### src/rtl/gray_world_sequencer.sv
// Gray-world statistics/apply sequencer.
// Accumulates per-channel sums over one frame, hands off to a gain calculator,
// then gates the next frame through the gain-correction datapath.

// One colour channel's frame accumulator: load starts a new sum, add extends it.
module gws_acc_lane #(
  parameter int ACC_W = 25
) (
  input  logic             clk,
  input  logic             rst,
  input  logic             load,
  input  logic             add,
  input  logic [7:0]       din,
  output logic [ACC_W-1:0] acc
);
  logic [ACC_W-1:0] din_ext;
  assign din_ext = ACC_W'(din);

  // Load takes priority so an early SOF restarts the sum on its own pixel.
  always_ff @(posedge clk) begin
    if (rst)       acc <= '0;
    else if (load) acc <= din_ext;
    else if (add)  acc <= acc + din_ext;
  end
endmodule

module gray_world_sequencer #(
  parameter int NROWS = 349,
  parameter int NCOLS = 349,
  parameter int ACC_W = 25
) (
  input  logic             clk,
  input  logic             rst,
  input  logic             start,
  input  logic             cont,
  input  logic             in_sof,
  input  logic             in_dval,
  input  logic [23:0]      in_pixel,
  output logic [ACC_W-1:0] acc_r,
  output logic [ACC_W-1:0] acc_g,
  output logic [ACC_W-1:0] acc_b,
  output logic             calc_start,
  input  logic             calc_done,
  output logic             apply_en,
  output logic             busy,
  output logic             frame_done,
  output logic [15:0]      frame_cnt,
  output logic             err
);
  localparam int TOTAL = NROWS * NCOLS;
  localparam int CNT_W = $clog2(TOTAL + 1);
  localparam logic [CNT_W-1:0] LAST = CNT_W'(TOTAL - 1);

  typedef enum logic [2:0] {
    S_IDLE, S_WAIT_SOF, S_ACCUM, S_CALC, S_WAIT_APPLY, S_APPLY
  } state_t;

  state_t           state, state_nxt;
  logic [CNT_W-1:0] pix_cnt;
  logic             sof_px, last_px, acc_load, acc_add;

  assign sof_px  = in_sof & in_dval;
  // Pixel that brings the count up to a full frame.
  assign last_px = in_dval && (pix_cnt == LAST);

  // State register.
  always_ff @(posedge clk) begin
    if (rst) state <= S_IDLE;
    else     state <= state_nxt;
  end

  // Next-state logic; an SOF in ACCUM restarts rather than completes the frame.
  always_comb begin
    state_nxt = state;
    case (state)
      S_IDLE:       if (start)              state_nxt = S_WAIT_SOF;
      S_WAIT_SOF:   if (sof_px)             state_nxt = S_ACCUM;
      S_ACCUM:      if (!in_sof && last_px) state_nxt = S_CALC;
      S_CALC:       if (calc_done)          state_nxt = S_WAIT_APPLY;
      S_WAIT_APPLY: if (sof_px)             state_nxt = S_APPLY;
      S_APPLY:      if (last_px)            state_nxt = cont ? S_WAIT_SOF : S_IDLE;
      default:                              state_nxt = S_IDLE;
    endcase
  end

  // Outputs and accumulator controls decoded from the current state.
  always_comb begin
    busy       = (state != S_IDLE);
    apply_en   = (state == S_APPLY) || ((state == S_WAIT_APPLY) && sof_px);
    frame_done = (state == S_APPLY) && last_px;
    acc_load   = ((state == S_WAIT_SOF) || (state == S_ACCUM)) && sof_px;
    acc_add    = (state == S_ACCUM) && in_dval && !in_sof;
  end

  // Pixel counter, completed-frame counter, sticky error and calc handshake.
  always_ff @(posedge clk) begin
    if (rst) begin
      pix_cnt    <= '0;
      frame_cnt  <= '0;
      err        <= 1'b0;
      calc_start <= 1'b0;
    end else begin
      calc_start <= (state == S_ACCUM) && !in_sof && last_px;
      case (state)
        S_WAIT_SOF, S_WAIT_APPLY: if (sof_px) pix_cnt <= CNT_W'(1);
        S_ACCUM: begin
          if (sof_px) begin
            err     <= 1'b1;
            pix_cnt <= CNT_W'(1);
          end else if (in_dval) begin
            pix_cnt <= last_px ? '0 : pix_cnt + CNT_W'(1);
          end
        end
        S_APPLY: begin
          if (sof_px) err <= 1'b1;
          if (last_px) begin
            pix_cnt   <= '0;
            frame_cnt <= frame_cnt + 16'd1;
          end else if (in_dval) begin
            pix_cnt <= pix_cnt + CNT_W'(1);
          end
        end
        default: pix_cnt <= '0;
      endcase
    end
  end

  logic [2:0][7:0]       chan;
  logic [2:0][ACC_W-1:0] acc;
  assign chan = in_pixel;   // [2]=R, [1]=G, [0]=B

  for (genvar c = 0; c < 3; c++) begin : g_lane
    gws_acc_lane #(.ACC_W(ACC_W)) u_lane (
      .clk  (clk),
      .rst  (rst),
      .load (acc_load),
      .add  (acc_add),
      .din  (chan[c]),
      .acc  (acc[c])
    );
  end

  assign acc_r = acc[2];
  assign acc_g = acc[1];
  assign acc_b = acc[0];
endmodule

### config.mk
export PLATFORM = sky130hd
export DESIGN_NAME = gray_world_sequencer
export DESIGN_NICKNAME = d
export VERILOG_FILES = /design/src/rtl/gray_world_sequencer.sv
export SDC_FILE = /design/constraint.sdc
export NUM_CORES = 1
export LEC_CHECK = 0
export ABC_AREA = 1
export BUFFER_PORTS_ARGS = -buffer_cell sky130_fd_sc_hd__buf_2
export CAP_MARGIN = 10
export CORE_MARGIN = 3
export CORE_UTILIZATION = 30
export CTS_CLUSTER_SIZE = 24
export DETAILED_ROUTE_END_ITERATION = 6
export MAX_ROUTING_LAYER = met4
export PLACE_DENSITY_LB_ADDON = 0.08
export SYNTH_ARGS = -nofsm -noshare
export SYNTH_HDL_FRONTEND = slang
export SYNTH_HIERARCHICAL = 1
export SYNTH_SLANG_ARGS = --single-unit
### constraint.sdc
create_clock -name clk -period 1.9 [get_ports clk]
set_input_delay 0.19 -clock clk [delete_from_list [all_inputs] [get_ports clk]]
set_output_delay 0.19 -clock clk [all_outputs]
set_load 0.03 [all_outputs]
==> out/metrics.yaml <==
drt_pass1_iterations: 5
portBuffers: 126
gp_routability_congestion: 0.841
r2r_end: "g_lane[1].u_lane/acc[23]"
ys.flop_type: "dfxtp_1"
clock_path_buffers: 2
die_h_um: 164
syn_area_per_cell_sq_um: 6.25
r2r_slack_ns: 0.12
ioPinCount: 127
h-tree-depth: 4
antenna_found_initial: 2
grt.overflow.total: 0
synth_most_common_cell: "nand2_1"
clockRootBuffer: "clkbuf_16"
ys_ff_latch: 113
synthesis.area_sq_mm: 0.00750
drt_iter0_drc: 343
max_cap_violations: 0
hold_path_class: "in -> reg"
clk_pin_slew_ns: 0.06
core_sq_mm: 0.0245
drc_errors: 0
fin_skew_ns: 0.0116
async_flop_share_pct: 0
max_slew.worst_pin.slew_ns: 0.468
grt_pass1_wl_um: 37600
die_x_um: 164
p_per_area_mw_per_mm2: 828
worst_ep_arrival_time_ns: 1.62
cts_tree: "yes"
setup_viol: 0
min_to: "g_lane[0].u_lane/acc[6]"
whs_path_depth: 3
ys_seq_area_share_pct: 30.2
cts-buffers-inserted: 17
syn_nets: 1262
synthCells: 1201
rsz0062_at_grt: "yes"
crit_type: "reg -> out"
slew_headroom_pct: 68.6
fill_cells: 2677
hold_buffers: 0
rr_worst_depth: 11
totalWireLength_um: 23400
min_period_ns: 1.81
fin_crit_sh_pct: 95.1
design_area_sq_mm: 0.00960
crit_required_ns: 1.71
avgViaCountPerCell: 4.67
worstHoldStart: "in_pixel[6]"
total_power_mw: 7.95
vias: 8026
synth-edff-count: 0
finalNonFillerCells: 1717
holdWs_ns: 0.0684
postPlaceCellArea_sq_mm: 0.00882
r2r_start: "state[0]"
fmaxAchievable_mhz: 553
avgRoutedWirePerCell_um: 13.6
dp_hpwl_um: 17700
ys_types: 39
drtAntennaViolNets: 0
cp_max_fo: 5
grt_usage_pct: 17.9
synth_commonest_cells: "354 x nand2_1, 179 x nor2_1, 162 x inv_1"
final_hold_viol_count: 0
status: "complete, no violations"
yosysWarnings: 6
die_area_sq_mm: 0.0269
final_util_pct: 39.3
leakage_nw: 4.53
clk_latency_ns: 0.42
final_layout_size_suffix_gt1_share_pct: 21.3
start_util_pct: 30.7
numClockSinks: 113
vdd_ir_drop_max_mv: 0.433
grt_pass1_vias: 7510
syn_to_final_growth_pct: 28.0
cp-end-kind: "output port"
dp_cells: 1677
synth_top_cell_by_area: "dfxtp_1"
grt_max_degree: 45
drv_slew: 0
synthDominantCellAreaShare_pct: 30.2
num-nets-final: 1441
num_rows: 57
startpoint_type: "flip-flop"
netlist_top_cells_area: "dfxtp_1 30%, nand2_1 18%, nor2_1 9.0%, inv_1 8.1%, nand3_1 6.5%"
[worst max-delay path, stage by stage (launching register included)]
cell     delay [ns]
dfxtp_1        0.40
nand2_2        0.12
nor3_2         0.25
nand3_4        0.11
nor2_4         0.17
buf_6          0.15
[where the power goes]
part / internal [mW] / switching (mW)
sequential: 2.48 / 0.0977
clock: 1.97 / 1.14
combinational: 0.788 / 1.48
total: 5.24 / 2.71
[cells by family after synthesis]
| logic type | count (synthesis) | synth area share [%] |
|---|---|---|
| AND/OR/NAND/NOR | 739 | 43.9 |
| flip-flops | 113 | 30.2 |
| buffers and inverters | 184 | 9.56 |
| adder cells (fa/ha/maj) | 30 | 5.30 |
| AO/OA/AOI/OAI | 122 | 9.57 |
| XOR/XNOR | 13 | 1.52 |
[worst max-delay path by stage]
stage | startpoint | slack, ns | to
floorplan | state[0] | 0.07 | g_lane[0].u_lane/acc[18]
global placement | state[0] | -0.16 | g_lane[2].u_lane/acc[16]
detailed placement | state[0] | -0.18 | g_lane[1].u_lane/acc[18]
CTS | pix_cnt[0] | -0.20 | frame_done
global route | pix_cnt[14] | -0.03 | frame_done
finish | pix_cnt[14] | 0.09 | frame_done
[layer usage]
layer	GRT usage [%]	wire length [um]
met1	22.9	11300
met2	29.3	10800
met3	3.08	1050
met4	4.38	245
met5	-	0
[sequential cells by signal, summed over array words and instances, names as in the netlist]
register and cells:
g_lane.u_lane/acc 75, state 3, frame_cnt 16, pix_cnt 17, calc_start 1, err 1
[placed cells by master (no fill, tap or decap), types with 9 or more instances in the layout]
cell type / n
o21ai_0: 27
ha_1: 23
clkbuf_16: 17
nand2_1: 351
nand4_1: 35
nor2_1: 169
a31oi_1: 9
buf_4: 49
dfxtp_1: 110
inv_1: 157
nand3_2: 13
buf_2: 125
nor3_1: 18
a21oi_1: 55
nand3_1: 92
a22oi_1: 12
nor2_2: 11
xor2_1: 10
nand2_4: 11
[what timing repair did]
action	in CTS	in global routing
pin swaps	1	10
buffers inserted	2	6
setup endpoints to repair	48	68
gates resized for setup	5	42
[through the flow]
step,setup TNS (ns),setup WS [ns]
after floorplan,0,0.0740
after global placement,-3.47,-0.156
after detailed placement,-4.42,-0.182
after CTS,-0.196,-0.196
after global routing,-0.0314,-0.0314
final,0,0.0926
[final cells by class]
| class | count | area [sq um] | area share (%) |
|---|---|---|---|
| Multi-Input combinational cell | 904 | 4690 | 48.8 |
| Clock buffer | 23 | 468 | 4.87 |
| Sequential cell | 113 | 2270 | 23.6 |
| Timing Repair Buffer | 178 | 1060 | 11.0 |
| Tap cell | 324 | 405 | 4.22 |
| Inverter | 166 | 629 | 6.55 |
| Antenna cell | 2 | 5.00 | 0.0521 |
| Clock inverter | 7 | 85.1 | 0.886 |
Power figures use the tool's default switching activity.
